**src/rtl/ps2_pkg.sv**
```systemverilog
// Shared definitions for the PS/2 receive path: FSM state encoding and scancode prefixes.
package ps2_pkg;

  typedef enum logic [1:0] {
    IDLE   = 2'd0,
    DATA   = 2'd1,
    PARITY = 2'd2,
    STOP   = 2'd3
  } ps2_state_e;

  localparam logic [7:0] PS2_EXT = 8'hE0;
  localparam logic [7:0] PS2_BRK = 8'hF0;

endpackage

```
**src/rtl/ps2_filter.sv**
```systemverilog
// Input conditioning for PS/2: 2-FF synchronisers on clock and data, a
// FILTER_LEN-sample glitch filter on the clock, and a falling-edge strobe.
module ps2_filter #(
  parameter int FILTER_LEN = 8
) (
  input  logic clk,
  input  logic rst,
  input  logic ps2_clk,
  input  logic ps2_data,
  output logic data_sync,
  output logic fall
);

  localparam int CW = $clog2(FILTER_LEN + 1);

  logic [1:0]    clk_sync_q;
  logic [1:0]    data_sync_q;
  logic [CW-1:0] cnt_q;
  logic          filt_q;
  logic          filt_prev_q;

  // cnt_q counts consecutive samples disagreeing with the filtered level;
  // the level flips on the FILTER_LEN-th such sample.
  always_ff @(posedge clk or posedge rst) begin
    if (rst) begin
      clk_sync_q  <= 2'b11;
      data_sync_q <= 2'b11;
      cnt_q       <= '0;
      filt_q      <= 1'b1;
      filt_prev_q <= 1'b1;
    end else begin
      clk_sync_q  <= {clk_sync_q[0], ps2_clk};
      data_sync_q <= {data_sync_q[0], ps2_data};
      filt_prev_q <= filt_q;
      if (clk_sync_q[1] == filt_q) begin
        cnt_q <= '0;
      end else if (cnt_q == CW'(FILTER_LEN - 1)) begin
        filt_q <= ~filt_q;
        cnt_q  <= '0;
      end else begin
        cnt_q <= cnt_q + 1'b1;
      end
    end
  end

  assign data_sync = data_sync_q[1];
  assign fall      = filt_prev_q & ~filt_q;

endmodule

```
**src/rtl/ps2_rx.sv**
```systemverilog
// PS/2 device-to-host frame receiver; folds E0/F0 prefixes into flags on the next byte.
// Define PS2_TIMEOUT_EN to abort frames whose clock stalls for TIMEOUT_CYCLES.
module ps2_rx
  import ps2_pkg::*;
#(
  parameter int FILTER_LEN     = 8,
  parameter int TIMEOUT_CYCLES = 200000
) (
  input  logic       clk,
  input  logic       rst,
  input  logic       ps2_clk,
  input  logic       ps2_data,
  output logic [7:0] code,
  output logic       code_ext,
  output logic       code_brk,
  output logic       code_valid,
  output logic       frame_err,
  output logic       busy,
  output ps2_state_e dbg_state
);

  logic data, fall;

  ps2_filter #(.FILTER_LEN(FILTER_LEN)) u_filter (
    .clk       (clk),
    .rst       (rst),
    .ps2_clk   (ps2_clk),
    .ps2_data  (ps2_data),
    .data_sync (data),
    .fall      (fall)
  );

  ps2_state_e state_q, state_d;
  logic [2:0] bit_cnt_q, bit_cnt_d;
  logic [7:0] shreg_q, shreg_d;
  logic       par_q, par_d;
  logic       ext_pend_q, ext_pend_d;
  logic       brk_pend_q, brk_pend_d;
  logic [7:0] code_q, code_d;
  logic       ext_q, ext_d, brk_q, brk_d;
  logic       valid_q, valid_d, err_q, err_d;

`ifdef PS2_TIMEOUT_EN
  localparam int TW = $clog2(TIMEOUT_CYCLES + 1);
  logic [TW-1:0] to_cnt_q, to_cnt_d;
`endif

  always_ff @(posedge clk or posedge rst) begin
    if (rst) begin
      state_q    <= IDLE;
      bit_cnt_q  <= '0;
      shreg_q    <= '0;
      par_q      <= 1'b0;
      ext_pend_q <= 1'b0;
      brk_pend_q <= 1'b0;
      code_q     <= '0;
      ext_q      <= 1'b0;
      brk_q      <= 1'b0;
      valid_q    <= 1'b0;
      err_q      <= 1'b0;
`ifdef PS2_TIMEOUT_EN
      to_cnt_q   <= '0;
`endif
    end else begin
      state_q    <= state_d;
      bit_cnt_q  <= bit_cnt_d;
      shreg_q    <= shreg_d;
      par_q      <= par_d;
      ext_pend_q <= ext_pend_d;
      brk_pend_q <= brk_pend_d;
      code_q     <= code_d;
      ext_q      <= ext_d;
      brk_q      <= brk_d;
      valid_q    <= valid_d;
      err_q      <= err_d;
`ifdef PS2_TIMEOUT_EN
      to_cnt_q   <= to_cnt_d;
`endif
    end
  end

  always_comb begin
    state_d    = state_q;
    bit_cnt_d  = bit_cnt_q;
    shreg_d    = shreg_q;
    par_d      = par_q;
    ext_pend_d = ext_pend_q;
    brk_pend_d = brk_pend_q;
    code_d     = code_q;
    ext_d      = ext_q;
    brk_d      = brk_q;
    valid_d    = 1'b0;
    err_d      = 1'b0;
    case (state_q)
      IDLE: if (fall) begin
        if (!data) begin
          state_d   = DATA;
          bit_cnt_d = '0;
        end else begin
          err_d = 1'b1;
        end
      end
      DATA: if (fall) begin
        shreg_d   = {data, shreg_q[7:1]};
        bit_cnt_d = bit_cnt_q + 3'd1;
        if (bit_cnt_q == 3'd7) state_d = PARITY;
      end
      PARITY: if (fall) begin
        par_d   = data;
        state_d = STOP;
      end
      STOP: if (fall) begin
        state_d = IDLE;
        // Odd parity: the eight data bits plus parity carry an odd number of ones.
        if (data && (^{shreg_q, par_q})) begin
          if (shreg_q == PS2_EXT) begin
            ext_pend_d = 1'b1;
          end else if (shreg_q == PS2_BRK) begin
            brk_pend_d = 1'b1;
          end else begin
            code_d     = shreg_q;
            ext_d      = ext_pend_q;
            brk_d      = brk_pend_q;
            valid_d    = 1'b1;
            ext_pend_d = 1'b0;
            brk_pend_d = 1'b0;
          end
        end else begin
          err_d      = 1'b1;
          ext_pend_d = 1'b0;
          brk_pend_d = 1'b0;
        end
      end
      default: state_d = IDLE;
    endcase
`ifdef PS2_TIMEOUT_EN
    if (state_q != IDLE && !fall && to_cnt_q == TW'(TIMEOUT_CYCLES - 1)) begin
      state_d    = IDLE;
      err_d      = 1'b1;
      ext_pend_d = 1'b0;
      brk_pend_d = 1'b0;
    end
    to_cnt_d = (fall || state_d == IDLE) ? '0 : to_cnt_q + 1'b1;
`endif
  end

  assign code       = code_q;
  assign code_ext   = ext_q;
  assign code_brk   = brk_q;
  assign code_valid = valid_q;
  assign frame_err  = err_q;
  assign busy       = (state_q != IDLE);
  assign dbg_state  = state_q;

endmodule

```
**config.mk**
```make
export PLATFORM = sky130hd
export DESIGN_NAME = ps2_rx
export DESIGN_NICKNAME = d
export VERILOG_FILES = /design/src/rtl/ps2_pkg.sv /design/src/rtl/ps2_filter.sv /design/src/rtl/ps2_rx.sv
export SDC_FILE = /design/constraint.sdc
export NUM_CORES = 1
export LEC_CHECK = 0
export ABC_AREA = 1
export CAP_MARGIN = 25
export CORE_UTILIZATION = 25
export CTS_BUF_LIST = sky130_fd_sc_hd__clkbuf_8
export DETAILED_ROUTE_END_ITERATION = 6
export PLACE_DENSITY_LB_ADDON = 0.3
export SLEW_MARGIN = 25
export SYNTH_ARGS = -nofsm -noshare
export SYNTH_HDL_FRONTEND = slang
export SYNTH_SLANG_ARGS = --single-unit
```
**constraint.sdc**
```tcl
create_clock -name clk -period 3 [get_ports clk]
set_input_delay 0.3 -clock clk [delete_from_list [all_inputs] [get_ports clk]]
set_output_delay 0.3 -clock clk [all_outputs]
set_load 0.01 [all_outputs]
```
* Word level (Yosys, flattened, before mapping) *
Cells that the tools add are included.

storage, ports and cells
  flip-flop bits (word level) = 38
  bits in latches = 0
  bits in writable memories = 0
  ROM bits = 0
  logic and storage cells = 81
  memories = 0

operators by class
  add/subtract/negate cells = 2
  $mul = 0
  div/mod/pow operators = 0
  order comparisons = 0
  eq/ne operators = 16
  shifts and indexed selects = 0
  mux-type cells = 29
  bitwise logic cells = 5
  reductions and logical operators = 13

operators with widths
  operator                                              number
  equality test 8 bit (second input constant)           2
  two-way mux 1 bit                                     15
  != test 2 bit (second input constant)                 7
  two-way mux 2 bit                                     6
  two-way mux 3 bit                                     3
  XOR reduction 9 bit                                   1
  two-way mux 4 bit                                     2
  case mux 2 bit (4 select lines)                       1
  case mux 3 bit (2 select lines)                       1
  AND reduction 2 bit                                   3
  AND reduction 3 bit                                   2
  AND reduction 6 bit                                   1
  AND reduction 5 bit                                   1
  adder 4 x 1 -> 4 bit (second input constant)          1
  equality test 2 bit (second input constant)           2
  equality test 4 x 3 -> 1 bit (second input constant)  1
  NOT 1 bit                                             4
  AND reduction 4 bit                                   1
  nonzero test 2 bit                                    2
  adder 3 x 1 -> 3 bit (second input constant)          1
  equality test 3 bit (second input constant)           1
  != test 3 bit (second input constant)                 1
  equality test 2 x 1 -> 1 bit (second input constant)  1
  zero test 2 bit                                       1
  other kinds (4)                                       4

* Longest topological paths before layout *
  depth after elaboration = 6
  depth in mapped cells = 13

* By module *
From an unflattened synthesis, not the netlist that was laid out.

unflattened totals
  cell total of the unflattened synthesis = 241
  area total of the unflattened synthesis = 1,901.8 um^2

modules (own cells, without submodules)
  module      times used  cells each  area an instance (um^2)  seq. area each (um^2)
  ps2_rx      1           206         1,530.2                  700.7
  ps2_filter  1           35          371.6                    257.7

* Worst setup path before layout *
OpenSTA, ideal clock, no wires.

  path kind = flip-flop to flip-flop
  from = register u_filter.filt_prev_q
  to = register code_q[0], in the netlist code[0]
  library setup time = 0.118 ns
  data arrival time = 1.489 ns
  setup slack = 1.393 ns
  stages on the path, launching flop included = 11
  path buffers = 1
  cell sequence = dfstp_2 -> inv_1 -> nor2_1 -> inv_2 -> nor2_4 -> inv_1 -> nor2_1 -> nand4_2 -> buf_6 -> nand2_1 -> nand2_1

between the ends
  longest elaborated chain between the ends = 2

RTL lines
  item                                  line              source
  start, declared                       ps2_filter.sv:20  logic filt_prev_q;
  start signal, assigned                ps2_filter.sv:34  filt_prev_q <= filt_q;
  bitwise AND 1 bit                     ps2_filter.sv:47  assign fall = filt_prev_q & ~filt_q;
  AND reduction 5 bit (no source line)  --
  end signal, assigned                  ps2_rx.sv:71      code_q <= code_d;
  end, declared                         ps2_rx.sv:39      logic [7:0] code_q, code_d;

No other way between the ends.
A chain may end at the register's enable or synchronous reset.

* Final worst setup path *
  from = register state_q[0], in the netlist dbg_state[0]
  to = output port busy

between the ends
  longest elaborated chain between the ends = 1

RTL lines
  item                    line           source
  start, declared         ps2_rx.sv:33   ps2_state_e state_q, state_d;
  start signal, assigned  ps2_rx.sv:65   state_q <= state_d;
  nonzero test 2 bit      ps2_rx.sv:152  assign busy = (state_q != IDLE);
  end, declared           ps2_rx.sv:18   output logic busy,

No other way between the ends.

==> flow_metrics.py <==
metrics = {
    "route": {
        "route.met3.wl_um": 163,
        "dr.max_layer_used": "met4",
        "m1WireLength_um": 1850,
        "dr.first_iter.drc_count": 83,
        "route.antenna.remaining_nets": 0,
        "routed_wire_length_per_instance_um": 10.1,
        "drtPass1Iterations": 4,
        "route.detailed.vias_per_inst": 4.19,
        "route.detailed.drc": 0,
        "met2RoutedLength_um": 1560,
        "routed-via-count": 1496,
        "route.final.wire_length_um": 3590,
    },
    "power": {
        "ir_drop_mv": 0.365,
        "design_power_total_mw": 1.46,
        "static-leakage-power_nw": 1.18,
        "power.density_cell_area_nw_per_um2": 620,
    },
    "final_layout": {
        "multiInputGateArea_um2": 862,
        "areaGrowthSynthToFinish_pct": 19.2,
        "regArea_um2": 958,
        "final_cell_mix": "72 x sky130_fd_sc_hd__nand2_1, 32 x sky130_fd_sc_hd__dfrtp_1, 29 x sky130_fd_sc_hd__inv_1",
        "drive_above_1_share_pct": 13.2,
        "filler_cell_count": 794,
        "layout.nets": 269,
        "insertedDiodeCount": 0,
        "mostFrequentLayoutCell": "sky130_fd_sc_hd__nand2_1",
    },
    "floorplan": {
        "die_footprint_um2": 8240,
        "width_of_the_die_um": 90.8,
        "dieHeight_um": 90.8,
        "core_outline_area_um2": 7450,
        "std_cell_rows": 31,
        "initial_core_util_pct": 26.4,
        "ioPinCount": 19,
    },
    "grt": {
        "grt_first_pass_wirelength_um": 6620,
        "grt_start_max_net_pins": 39,
        "first_global_vias": 1448,
        "antenna_violations_before_repair": 0,
        "groute.usage.overall_pct": 9.94,
        "grt_overflow": 0,
    },
    "run": {
        "max_cap_violations": 0,
    },
    "timing": {
        "setup-violations-final": 0,
        "final_clock_period_utilization_by_the_worst_path_pct": 65.8,
        "worst-slew-pin-transition_ns": 0.670,
        "fin_tns_setup_ns": 0,
        "worst_slew_margin_rel_pct": 55.3,
        "worst_slack_ns": 1.03,
        "final.min_clock_period_ns": 1.97,
        "max_freq_ghz": 0.507,
        "unrepaired_setup_endpoints_after_global_routing": "no",
        "drv_slew": 0,
        "worst_clock_skew_ns": 0.00408,
        "final_hold_viol_count": 0,
    },
    "setup_path": {
        "critPathArrivalTime_ns": 1.67,
        "reg2reg_depth": 9,
        "required_ns": 2.70,
        "ff_to_ff_end": "code_brk",
        "maximum_fanout_encountered_on_the_critical_timing_path": 5,
        "timing.critical_path.to_type": "primary output",
        "cp-start-kind": "flip-flop",
        "path_type_of_the_worst_setup_path": "reg2out",
        "r2r-start": "u_filter.filt_prev_q",
        "setup.reg_to_reg.worst_slack_ns": 1.14,
    },
    "run_status": {
        "run_status": "finished, final reports clean",
    },
    "cts": {
        "clk_latency_ns": 0.29,
        "cts.path.max_buffers": 2,
        "cts.repair.resized": 0,
        "number_of_cts_inserted_buffers": 5,
        "post_cts_setup_buffers": 0,
        "post_cts_hold_buffer_count": 0,
        "htreeDepth": 2,
        "tritoncts": "yes",
        "clock_root_buffer_master": "sky130_fd_sc_hd__clkbuf_8",
        "cts_num_sinks": 38,
        "clkTransAtPathRegs_ns": 0.07,
    },
    "synth": {
        "synth_area_um2": 1970,
        "ys_warn_count": 0,
        "synthesis.area_per_instance_um2": 8.38,
        "yosys_register_bits": 38,
        "sequential_share_of_the_synthesized_area_pct": 48.7,
        "synthesis.nets": 247,
        "number_of_instances_in_the_synthesized_netlist": 235,
        "synth.distinct_cells": 31,
    },
    "place": {
        "place.gp.congestion": 0.754,
        "placement.io_buffers": 18,
        "post_place_setup_slack_ns": 1.16,
        "dp_hpwl_um": 2610,
    },
    "worst_hold_path": {
        "hold_depth": 0,
        "min-delay-start": "u_filter.clk_sync_q[0]",
        "hold_path_end": "u_filter.clk_sync_q[1]",
        "min_path_type": "reg2reg",
    },
}
==> flip-flops by register name, summed over array words and instances (netlist names) <==
name and cells:
bit_cnt_q 3, brk_pend_q 1, code 8, code_brk 1
code_ext 1, code_valid 1, dbg_state 2, ext_pend_q 1
frame_err 1, par_q 1, shreg_q 8, u_filter.clk_sync_q 2
u_filter.cnt_q 4, u_filter.data_sync_q 2, u_filter.filt_prev_q 1, u_filter.filt_q 1
==> where the power goes <==
group / switching, mW / internal [mW]
clock network: 0.180 / 0.185
registers: 0.0627 / 0.588
logic: 0.266 / 0.174
==> layout make-up <==
type	count	area share, %
Sequential cell	38	40.8
Multi-Input combinational cell	161	36.7
Timing Repair Buffer	19	8.00
Tap cell	99	5.28
Inverter	32	5.12
Clock buffer	6	3.52
Clock inverter	2	0.533
==> synthesized netlist by cell type <==
cell                        n  area, um^2
sky130_fd_sc_hd__mux2_2     1        11.3
sky130_fd_sc_hd__nor3_2     1        10.0
sky130_fd_sc_hd__a21oi_1    4        20.0
sky130_fd_sc_hd__buf_4      1        7.51
sky130_fd_sc_hd__o21ai_0   16        80.1
sky130_fd_sc_hd__nand3_1   16        80.1
sky130_fd_sc_hd__nand4_1    4        25.0
sky130_fd_sc_hd__ha_1       8         100
sky130_fd_sc_hd__nor2_8     1        20.0
sky130_fd_sc_hd__inv_1     29         109
sky130_fd_sc_hd__nand4_2    1        12.5
sky130_fd_sc_hd__nor3_1     1        5.00
sky130_fd_sc_hd__nand2_1   72         270
sky130_fd_sc_hd__dfrtp_1   32         801
sky130_fd_sc_hd__nor2_1    16        60.1
sky130_fd_sc_hd__nor2_2     2        12.5
sky130_fd_sc_hd__nor4_1     1        6.26
sky130_fd_sc_hd__buf_2      2        10.0
sky130_fd_sc_hd__xor2_1     3        26.3
sky130_fd_sc_hd__a211oi_1   1        7.51
sky130_fd_sc_hd__xnor2_1    1        8.76
sky130_fd_sc_hd__o41ai_1    1        8.76
sky130_fd_sc_hd__nand3_4    1        17.5
sky130_fd_sc_hd__buf_6      1        11.3
sky130_fd_sc_hd__inv_2      3        11.3
sky130_fd_sc_hd__and2_1     1        6.26
sky130_fd_sc_hd__dfstp_2    6         158
sky130_fd_sc_hd__nand2_4    1        11.3
sky130_fd_sc_hd__nand3_2    2        20.0
sky130_fd_sc_hd__nand2_2    5        31.3
sky130_fd_sc_hd__nor2_4     1        11.3
==> how the worst max path moves through the flow <==
stage,start,cells past startpoint,to
floorplan,u_filter.filt_prev_q,10,code[0]
global placement,u_filter.filt_prev_q,9,code_brk
detailed placement,u_filter.filt_prev_q,9,code_ext
CTS,dbg_state[0],4,busy
global route,dbg_state[0],4,busy
finish,dbg_state[0],4,busy
==> critical path, stage by stage (launching register included) <==
cell and delay, ns:
sky130_fd_sc_hd__dfrtp_1 0.43, sky130_fd_sc_hd__inv_1 0.11, sky130_fd_sc_hd__ha_1 0.24, sky130_fd_sc_hd__inv_1 0.08, sky130_fd_sc_hd__clkdlybuf4s50_1 0.54
==> cells by family (layout without fill, tap and decap cells) <==
kind of cell	count (synthesis)	after routing	synth area share, %
adder cells (fa/ha/maj)	8	8	5.08
XOR/XNOR	4	4	1.78
AO/OA/AOI/OAI	22	22	5.91
flip-flops	38	38	48.7
buffers and inverters	36	59	7.56
AND/OR/NAND/NOR	126	126	30.4
multiplexers	1	1	0.572
==> metrics by stage <==
step | instances | utilization (%) | area (um^2) | hold WS (ns)
final | 357 | 31.5 | 2350 | 0.357
after CTS | 357 | 31.5 | 2350 | 0.358
after detailed placement | 349 | 30.2 | 2250 | 0.347
after floorplan | 235 | - | 1970 | 0.304
after global routing | 357 | 31.5 | 2350 | 0.361
after global placement | 349 | 30.2 | 2250 | 0.346
==> metal layers <==
metal,vias up,track usage [%]
met1,682,13.4
met4,0,2.82
met5,-,0
met3,2,2.86
li1,784,-
met2,28,15.4
Power figures use the tool's default switching activity.
